<file path="config.mk">
export PLATFORM = sky130hd
export DESIGN_NAME = key_bounce_emulator
export DESIGN_NICKNAME = d
export VERILOG_FILES = /design/src/rtl/key_bounce_emulator_pkg.sv /design/src/rtl/key_bounce_emulator_lfsr16.sv /design/src/rtl/key_bounce_emulator.sv
export SDC_FILE = /design/constraint.sdc
export NUM_CORES = 1
export LEC_CHECK = 0
export CAP_MARGIN = 15
export CORE_AREA = 2 2 66 100
export CTS_BUF_LIST = sky130_fd_sc_hd__clkbuf_8
export DETAILED_ROUTE_END_ITERATION = 16
export DIE_AREA = 0 0 68 102
export HOLD_SLACK_MARGIN = 0.05
export PLACE_DENSITY_LB_ADDON = 0.12
export SETUP_SLACK_MARGIN = 0.3
export SYNTH_ARGS = -nofsm -noshare
export SYNTH_HDL_FRONTEND = slang
export SYNTH_SLANG_ARGS = --single-unit
</file>
<file path="constraint.sdc">
create_clock -name clk -period 2.9 [get_ports clk]
set_input_delay 0.87 -clock clk [delete_from_list [all_inputs] [get_ports clk]]
set_output_delay 0.87 -clock clk [all_outputs]
set_load 0.03 [all_outputs]
</file>
<file path="src/rtl/key_bounce_emulator_pkg.sv">
// bounce_pkg: shared FSM states, LFSR taps and widths for the key bounce emulator
package bounce_pkg;
    typedef enum logic [2:0] {UP, BOUNCE_DN, SETTLE_DN, DOWN, BOUNCE_UP, SETTLE_UP} state_t;
    localparam int LFSR_W = 16;
    localparam int CNT_W = 16;
    localparam int EDGE_W = 5;
    localparam logic [LFSR_W-1:0] LFSR_TAPS = 16'hB400;
endpackage

</file>
<file path="src/rtl/key_bounce_emulator_lfsr16.sv">
// lfsr16: 16-bit right-shift Galois LFSR that advances only when step is high
module lfsr16
    import bounce_pkg::*;
(
    input  logic              clk,
    input  logic              reset_n,
    input  logic              step,
    input  logic [LFSR_W-1:0] seed,
    output logic [LFSR_W-1:0] value
);
    always_ff @(posedge clk) begin
        if (!reset_n) value <= seed;
        else if (step) value <= (value >> 1) ^ (value[0] ? LFSR_TAPS : '0);
    end
endmodule

</file>
<file path="src/rtl/key_bounce_emulator.sv">
// key_bounce_emulator: turns a clean press/release level into a bouncy active-low key waveform
module key_bounce_emulator
    import bounce_pkg::*;
#(
    parameter int              BOUNCES   = 3,
    parameter int              MIN_SEG   = 4,
    parameter int              SEG_W     = 3,
    parameter int              SETTLE    = 20,
    parameter logic [LFSR_W-1:0] LFSR_SEED = 16'hACE1
) (
    input  logic              clk,
    input  logic              reset_n,
    input  logic              press,
    output logic              key_out,
    output logic              busy,
    output logic              done_tick,
    output logic [EDGE_W-1:0] edge_cnt
);
    localparam logic [CNT_W-1:0] SEG_MASK = CNT_W'((1 << SEG_W) - 1);
    localparam logic [CNT_W-1:0] SEG_BASE = CNT_W'(MIN_SEG - 1);
    localparam logic [CNT_W-1:0] SET_LOAD = CNT_W'(SETTLE - 1);
    localparam logic [EDGE_W-1:0] LAST_TOG = EDGE_W'(2 * BOUNCES - 1);
    state_t state, state_nx;
    logic [CNT_W-1:0] seg_cnt, seg_nx, set_cnt, set_nx, seg_len;
    logic [EDGE_W-1:0] tog_cnt, tog_nx, edge_nx;
    logic [LFSR_W-1:0] lfsr;
    logic key_nx, done_nx, step;
    lfsr16 u_lfsr (
        .clk(clk),
        .reset_n(reset_n),
        .step(step),
        .seed(LFSR_SEED),
        .value(lfsr)
    );
    // timers hold length-1 so a segment of L cycles toggles on the L-th edge after its load
    assign seg_len = SEG_BASE + (lfsr & SEG_MASK);
    always_ff @(posedge clk) begin
        if (!reset_n) begin
            state     <= UP;
            key_out   <= 1'b1;
            seg_cnt   <= '0;
            set_cnt   <= '0;
            tog_cnt   <= '0;
            edge_cnt  <= '0;
            done_tick <= 1'b0;
        end else begin
            state     <= state_nx;
            key_out   <= key_nx;
            seg_cnt   <= seg_nx;
            set_cnt   <= set_nx;
            tog_cnt   <= tog_nx;
            edge_cnt  <= edge_nx;
            done_tick <= done_nx;
        end
    end
    always_comb begin
        state_nx = state;
        key_nx   = key_out;
        seg_nx   = seg_cnt;
        set_nx   = set_cnt;
        tog_nx   = tog_cnt;
        edge_nx  = edge_cnt;
        done_nx  = 1'b0;
        step     = 1'b0;
        case (state)
            UP, DOWN: begin
                if (press == (state == UP)) begin
                    key_nx  = ~key_out;
                    edge_nx = EDGE_W'(1);
                    tog_nx  = '0;
                    if (BOUNCES == 0) begin
                        state_nx = (state == UP) ? SETTLE_DN : SETTLE_UP;
                        set_nx   = SET_LOAD;
                    end else begin
                        state_nx = (state == UP) ? BOUNCE_DN : BOUNCE_UP;
                        seg_nx   = seg_len;
                        step     = 1'b1;
                    end
                end
            end
            BOUNCE_DN, BOUNCE_UP: begin
                if (seg_cnt == '0) begin
                    key_nx  = ~key_out;
                    edge_nx = edge_cnt + 1'b1;
                    tog_nx  = tog_cnt + 1'b1;
                    if (tog_cnt == LAST_TOG) begin
                        state_nx = (state == BOUNCE_DN) ? SETTLE_DN : SETTLE_UP;
                        set_nx   = SET_LOAD;
                    end else begin
                        seg_nx = seg_len;
                        step   = 1'b1;
                    end
                end else begin
                    seg_nx = seg_cnt - 1'b1;
                end
            end
            default: begin
                if (set_cnt == '0) begin
                    state_nx = (state == SETTLE_DN) ? DOWN : UP;
                    done_nx  = 1'b1;
                end else begin
                    set_nx = set_cnt - 1'b1;
                end
            end
        endcase
    end
    always_comb busy = (state != UP) && (state != DOWN);
endmodule

</file>
# Word-level counts from Yosys, hierarchy flattened
# Cells that the tools add are included.
op_classes:
  add_sub_neg: 5
  mul: 0
  n_div: 0
  n_lt_le_gt_ge: 0
  n_eq_ne: 12
  n_shift: 0
  n_mux: 31
  bitwise_logic: 4
  reduce_logical: 14
ops:
  columns: ["cell", "count"]
  rows:
  - ["$mux W16", 7]
  - ["$pmux W16 S2", 2]
  - ["$logic_not A16 Y1", 2]
  - ["$sub A16 B1 Y16 const B", 2]
  - ["$mux W5", 4]
  - ["$pmux W5 S2", 2]
  - ["$mux W3", 6]
  - ["$xor A15 B16 Y16", 1]
  - ["$add A5 B1 Y5 const B", 2]
  - ["$reduce_and A4 Y1", 2]
  - ["$eq A3 B2 Y1 const B", 2]
  - ["$mux W1", 6]
  - ["$ne A2 B2 Y1 const B", 3]
  - ["$pmux W3 S2", 1]
  - ["$reduce_and A3 Y1", 2]
  - ["$reduce_bool A3 Y1", 2]
  - ["$eq A5 B3 Y1 const B", 1]
  - ["$reduce_or A5 Y1", 1]
  - ["$add A2 B3 Y4 const A", 1]
  - ["$pmux W1 S2", 2]
  - ["$reduce_or A2 Y1", 2]
  - ["$eq A3 B1 Y1 const B", 1]
  - ["$eq A3 B3 Y1 const B", 1]
  - ["$logic_not A3 Y1", 1]
  - ["8 further kinds", 10]
totals:
  regBits: 63
  latch_bits: 0
  mem_bits_rw: 0
  rom_bits: 0
  in_bits: 3
  out_inout_bits: 8
  wordCells: 74
  n_memories: 0

# Logic depth before layout (Yosys ltp)
# Gate-level depths: netlist of the first run.
depth:
  depth_word: 5
  mapped_depth: 9
  depth_no_buf: 7

# Modules after synthesis
# From an unflattened synthesis of the first run, not the netlist that was laid out.
hier_totals:
  cells_unflattened: 364
  hier_area_um2: 3482.1
by_module_without_submodules:
  columns: ["mod", "instances", "cells_each", "area_each_um2", "seq_area_each_um2"]
  rows:
  - ["key_bounce_emulator", 1, 323, 2725.1, 940.9]
  - ["lfsr16", 1, 41, 757.0, 480.5]

# Least setup slack after synthesis of the first run
# OpenSTA, ideal clock, no wires.
synth_timing:
  kind: "input -> register"
  start: "in press"
  end: "reg tog_cnt[1]"
  setup_ns: 0.128
  t_arrival_ns: 2.091
  t_required_ns: 2.772
  path_slack_ns: 0.681
  stages: 6
  path_buffers: 1
  path_cell_list: "a22oi_1 > o21ai_0 > clkbuf_1 > a21oi_1 > mux2i_1 > nor2_1"
synth_via:
  elab_chain_cells: 3
synth_lines:
  columns: ["item", "line_no", "rtl"]
  rows:
  - ["from (decl)", "key_bounce_emulator.sv:13", "input logic press,"]
  - ["$eq A1 B1 Y1", "key_bounce_emulator.sv:67", "if (press == (state == UP)) begin"]
  - ["$ne A2 B2 Y1 (no source line)", null, null]
  - ["$reduce_and A3 Y1 (no source line)", null, null]
  - ["to (signal assigned)", "key_bounce_emulator.sv:51", "tog_cnt <= tog_nx;"]
  - ["to (decl)", "key_bounce_emulator.sv:25", "logic [EDGE_W-1:0] tog_cnt, tog_nx, edge_nx;"]
# No other way between the ends.
# A chain may end at the register's enable or synchronous reset.

# Worst setup path in the final report of the first run
layout_timing:
  start: "reg state[0]"
  end: "out busy"
layout_via:
  elab_chain_cells: 2
  word_cells_on_any_way: 3
  classes_between: "eq/ne (1); reduce/logical (2)"
layout_lines:
  columns: ["item", "line_no", "rtl"]
  rows:
  - ["from (decl)", "key_bounce_emulator.sv:23", "state_t state, state_nx;"]
  - ["from (signal assigned)", "key_bounce_emulator.sv:47", "state <= state_nx;"]
  - ["$ne A3 B2 Y1 or $reduce_bool A3 Y1 (tied branches)", "key_bounce_emulator.sv:107", "always_comb busy = (state != UP) && (state != DOWN);"]
  - ["$logic_and A1 B1 Y1 (*)", "key_bounce_emulator.sv:107", null]
  - ["to (decl)", "key_bounce_emulator.sv:15", "output logic busy,"]
# Mark *: on every way between the ends. The rest lies on a longest branch, timed or not.

==> reports/metrics.cfg, run 1 <==
[clock_network]
cts_made_buffers = 9
cts_sinks = 63
htree_levels = 3
clk_latency_ns = 0.34
cts_tree = done
clk_pin_slew_worst_paths_ns = 0.06
postCtsSetupBuffers = 0
clockRootBuffer = clkbuf_8
clk_path_buf_depth = 2

[floorplan]
start_util_pct = 53.89
die_w_um = 68
die_area_um2 = 6936
fp.dieH_um = 102
ios = 11
row_count = 35
core_area_um2 = 6043

[worst_setup_path]
crit_required_ns = 2.03
path_max_fanout = 7
end_kind = output pin
critPathKind = flop to output pin
cp.arrival_ns = 1.56
startpoint_type = flop

[placed_design]
post-place-ws_ns = 0.1456
io_buffers = 10
post-place-cells = 463
dp_hpwl_um = 5170
routabilityCongestion = 0.7999

[synth]
syn-num-nets = 389
netlist_area_um2 = 3257
async_flop_share_pct = 0
synth_edf_count = 0
yosysWarningCount = 0
ys_seq_area_share_pct = 38.72
synthCells = 379
ys.flop_type = dfxtp_1
synth.avg_cell_area_um2 = 8.593
synth.distinct_cells = 54
synth-seq-cells = 63

[routing]
drt-initial-drc-count = 107
vias_per_cell = 5.981
ant_nets = 0
remaining_drc_errors = 0
first_pass_iters = 4
vias = 2847
wl_um = 7219
post_drt_wl_per_cell_um = 15.17

[run_status]
status = complete, no violations

[final_layout]
area_delta_synth_final_pct = 13.56
final_layout_size_suffix_gt1_share_pct = 12.69
final_cells = 476
layout.nets = 410
nFillCells = 570
final_common_cell = dfxtp_1
layout_common_cells = 62 x dfxtp_1, 35 x nand2_1, 26 x a21oi_1, 22 x nor2_1, 22 x buf_4
n_antenna_cell = 0
utilization_pct = 61.20
seqCellArea_um2 = 1262
multi_input_comb_area_um2 = 1894

[global_routing]
grt_pass1_vias = 2733
grt_start_max_net_pins = 29
gr-total-overflow = 0
grt_antenna_before_repair = 0
track_usage_pct = 22.98
grt_pass1_wl_um = 12270

[sta]
fin_setup_tns_ns = 0
period_needed_ns = 2.433
rsz0062_at_grt = false
post-route-period-util_pct = 83.91
setup_violations = 0
fin_skew_ns = 0.007593
finalHoldViolCount = 0
fmax_mhz = 411.0
relSlewSlack_pct = 61.10
tightest_slew_ns = 0.5829
maxSlewViolCount = 0
layout_setup_ws_ns = 0.4667

[hold_path]
holdCritPathClass = flop to flop

[flow_run]
maxCapViolCount = 0

[pwr]
p_leak_nw = 1.369
peakVddDrop_v = 0.0005183
power.density_nw_per_um2 = 838.2

-- synth_stat cells (all sizes together), types with 2 or more instances --
master,n,area [um^2]
buf,6,28.77
o21a,5,37.54
nand2b,16,100.1
a211oi,14,105.1
o22ai,3,18.77
nor3,7,35.03
ha,7,87.58
inv,9,33.78
nand2,35,131.4
nor4,5,46.29
or2,3,18.77
mux2i,20,200.2
clkbuf,16,60.06
xnor2,11,96.34
a2111oi,2,17.52
o211ai,9,67.56
nor2,22,82.58
or4b,2,20.02
or3,8,50.05
and4,2,17.52
nand3,17,85.08
a21oi,29,152.7
o21ai,23,118.9
or4,12,101.3
a21o,3,22.52
o31ai,4,30.03
dfxtp,63,1261
xor2,6,52.55
a31oi,2,12.51
-- flip-flops by register name (all words and copies together) (netlist names) --
register      flops
done_tick         1
set_cnt          16
key_out           1
seg_cnt          16
edge_cnt          5
u_lfsr.value     16
state             3
tog_cnt           5
-- cell type report --
class                           instances  area share [%]
Clock buffer                           10           3.721
Timing Repair Buffer                   32           7.138
Inverter                                9          0.9134
Multi-Input combinational cell        285           51.22
Clock inverter                          3          0.3721
Sequential cell                        63           34.13
Tap cell                               74           2.503
-- critical path: stages, from the launching register on --
cell and delay, ns:
dfxtp_1 0.32, xor2_1 0.18, or2_2 0.35, dlygate4sd2_1 0.38
-- stage by stage --
| stage | total power, W | area [um^2] | hold slack (ns) |
|---|---|---|---|
| after CTS | 0.003115 | 3677 | 0.4618 |
| after global placement | 0.002453 | 3526 | 0.4471 |
| final | 0.003100 | 3699 | 0.4561 |
| after detailed placement | 0.002485 | 3526 | 0.4569 |
| after floorplan | 0.002122 | 3257 | 0.4347 |
| after global routing | 0.003326 | 3699 | 0.4843 |
-- final timing paths --
check                          startpoint                      endpoint  slack (ns)  depth (start not counted)
max                 state[0]$_SDFFE_PN0P_                          busy        0.47                          3
min          u_lfsr.value[5]$_SDFFE_PN1P_  u_lfsr.value[4]$_SDFFE_PN0P_        0.46                          2
max reg2reg       tog_cnt[0]$_SDFFE_PN0P_       set_cnt[8]$_SDFFE_PN0P_        0.55                          7
min reg2reg  u_lfsr.value[5]$_SDFFE_PN1P_  u_lfsr.value[4]$_SDFFE_PN0P_        0.46                          2
-- routing by layer --
metal,routed length [um],up-vias,global-route usage [%]
li1,-,1428,-
met1,3038,1380,25.35
met2,3866,26,41.75
met3,178,13,4.956
met4,136,0,8.769
met5,0,-,0
-- power breakdown --
part           switching [W]  internal, W
combinational       0.000732     0.000595
clock               0.000313     0.000312
sequential          0.000132      0.00102
total                0.00118      0.00192
-- kinds of logic (layout without fill, tap and decap cells) --
logic type,count (synthesis),in the layout,synth area share (%)
AOI/OAI and AO/OA,104,104,20.71
xor gates and xnor gates,17,17,4.572
adders and majority gates,7,7,2.689
buffers and inverters,31,54,3.765
DFF,63,63,38.72
muxes,21,21,6.492
and+or+nand+nor,136,136,23.05
-- repair_timing --
action / CTS / global route
endpoints found under the setup margin: 1 / 9
hold buffers: 0 / 0
gates resized for setup: 2 / 5
(Power assumes the default switching activity.)
==> run 2: changes to the inputs <==
Clock period 2.9 ns to 1.95 ns, I/O delays scaled along.
==> reports/metrics.cfg, run 2 (synthesized netlist as in run 1, its figures left out) <==
[run_status]
status = finished with violations
violations = negative setup slack

[worst_setup_path]
crit_required_ns = 2.23
startpoint = set_cnt[7]$_SDFFE_PN0P_
r2r_setup_slack_ns = -0.35
cp_cell_sequence = or4_4 > or4_4 > or4_4 > a21oi_2 > mux2i_1
path_max_fanout = 2
end_kind = flop
rr_startpoint = set_cnt[7]$_SDFFE_PN0P_
critPathKind = flop to flop
cp_slowest_cell = or4_4
rr_worst_depth = 5
cp_top_family = simple AND/OR/NAND/NOR gates
cp.arrival_ns = 2.58
worst_path_largest_cell_delay_ns = 0.55
cp_common_cell = or4_4
crit_buf_inv = 0
worst_r2r_endpoint = set_cnt[15]$_SDFFE_PN0P_
startpoint_type = flop

[floorplan]
start_util_pct = 53.89
core_area_um2 = 6043
die_area_um2 = 6936
ios = 11
row_count = 35
die_w_um = 68
fp.dieH_um = 102

[sta]
period_needed_ns = 2.299
hold_ws_ns = 0.4738
fin_skew_ns = 0.01210
finalHoldViolCount = 0
setup_violations = 44
relSlewSlack_pct = 50.78
post-route-period-util_pct = 117.9
rsz0062_at_grt = true
fmax_mhz = 435.1
fin_setup_tns_ns = -3.398
layout_setup_ws_ns = -0.3485
maxSlewViolCount = 0
tightest_slew_ns = 0.7375

[clock_network]
clk_latency_ns = 0.36
cts_tree = done
cts_made_buffers = 9
clockRootBuffer = clkbuf_8
clk_pin_slew_worst_paths_ns = 0.07
cts_sinks = 63
htree_levels = 3
clk_path_buf_depth = 2
cts_hold_buf = 0

[pwr]
power_frac_clock_pct = 14.1
peakVddDrop_v = 0.0008551
internal-power_w = 0.004506
p_seq_share_pct = 23.0
swShare_pct = 41.48
power.density_nw_per_um2 = 1376
switchingPower_w = 0.003195
power_frac_comb_pct = 63.0
p_leak_nw = 2.122

[final_layout]
layout_common_cells = 81 x buf_4, 47 x dfxtp_1, 31 x nand2_1, 31 x buf_6, 20 x mux2i_1
utilization_pct = 92.61
area_delta_synth_final_pct = 71.84
n_antenna_cell = 0
final_layout_size_suffix_gt1_share_pct = 57.62
reg.largest.list = seg_cnt: 16 flops, set_cnt: 16 flops, u_lfsr.value: 16 flops
layout.nets = 511
final_common_cell = buf_4

[global_routing]
track_usage_pct = 35.05
gr-total-overflow = 0
grt_start_max_net_pins = 29
grt_pass1_wl_um = 18220
grt_antenna_before_repair = 0
grt_pass1_vias = 3718

[routing]
first_pass_iters = 5
drt-initial-drc-count = 355
post_drt_wl_per_cell_um = 25.22
ant_nets = 0
vias = 3904
remaining_drc_errors = 0
wl_um = 14600
vias_per_cell = 6.743

[hold_path]
hp-start = set_cnt[10]$_SDFFE_PN0P_
holdPathStages = 2
holdCritPathClass = flop to flop
holdPathEnd = set_cnt[10]$_SDFFE_PN0P_

[placed_design]
routabilityCongestion = 0.8180
io_buffers = 10
dp_hpwl_um = 5801

[flow_run]
maxCapViolCount = 0

-- run 2: what timing repair did --
action / in CTS / in global routing
pin swaps: 46 / 41
gates cloned: 4 / 1
endpoints found under the setup margin: 70 / 64
resized for setup: 132 / 67
setup buffers: 35 / 18
-- run 2: layout make-up --
| class | instances | area, um^2 |
|---|---|---|
| Multi-Input combinational cell | 287 | 2751 |
| Sequential cell | 63 | 1299 |
| Timing Repair Buffer | 131 | 1244 |
| Fill cell | 200 | 446.7 |
| Clock buffer | 12 | 165.2 |
| Tap cell | 74 | 92.59 |
| Inverter | 9 | 33.78 |
| Clock inverter | 3 | 11.26 |
-- run 2: worst max path at each step --
stage,slack [ns],to,cells after the start
2_1_floorplan,-0.21,set_cnt[15]$_SDFFE_PN0P_,5
3_3_place_gp,-0.36,seg_cnt[14]$_SDFFE_PN0P_,6
3_5_place_dp,-0.38,seg_cnt[14]$_SDFFE_PN0P_,6
4_1_cts,-0.29,set_cnt[15]$_SDFFE_PN0P_,5
5_1_grt,-0.43,set_cnt[15]$_SDFFE_PN0P_,5
6_report,-0.35,set_cnt[15]$_SDFFE_PN0P_,5
-- run 2: power groups by stage --
stage	logic, W	clock network, W	registers [W]
after floorplan	0.00192	0	0.00173
after detailed placement	0.00271	0	0.00173
after CTS	0.00376	0.00105	0.00172
final	0.00485	0.00108	0.00177
after global placement	0.00266	0	0.00172
after global routing	0.00500	0.00112	0.00178
-- run 2: stage by stage --
| stage | instance area (um^2) | worst slack, ns | std cells | total power, W |
|---|---|---|---|---|
| floorplan | 3661 | -0.2119 | 379 | 0.003659 |
| global placement | 4185 | -0.3647 | 506 | 0.004386 |
| detailed placement | 4185 | -0.3776 | 506 | 0.004441 |
| CTS | 5117 | -0.2897 | 560 | 0.006533 |
| global route | 5597 | -0.4251 | 579 | 0.007901 |
| finish | 5597 | -0.3485 | 579 | 0.007701 |
-- run 2: metal layers --
layer  part of all wire [%]  GRT usage (%)  wire length (um)  vias to the layer above
li1                       -              -                 -                     1635
met1                     36          37.99              5202                     1907
met2                     50          61.31              7310                      257
met3                    7.5          5.947              1091                      105
met4                    6.8          22.00               996                        0
met5                      0              0                 0                        -
-- run 2: worst register-to-register path, cell delays in order, from the launching register on --
cell and delay, ns:
dfxtp_2 0.33, or4_4 0.55, or4_4 0.44, or4_4 0.54, a21oi_2 0.15, mux2i_1 0.22
==> run 3: changes to the inputs <==
Settings changed: CTS_CLUSTER_DIAMETER set to 30.
==> results of run 3 <==
Same layout as run 2: the final DEF is identical, and so are final timing and power.
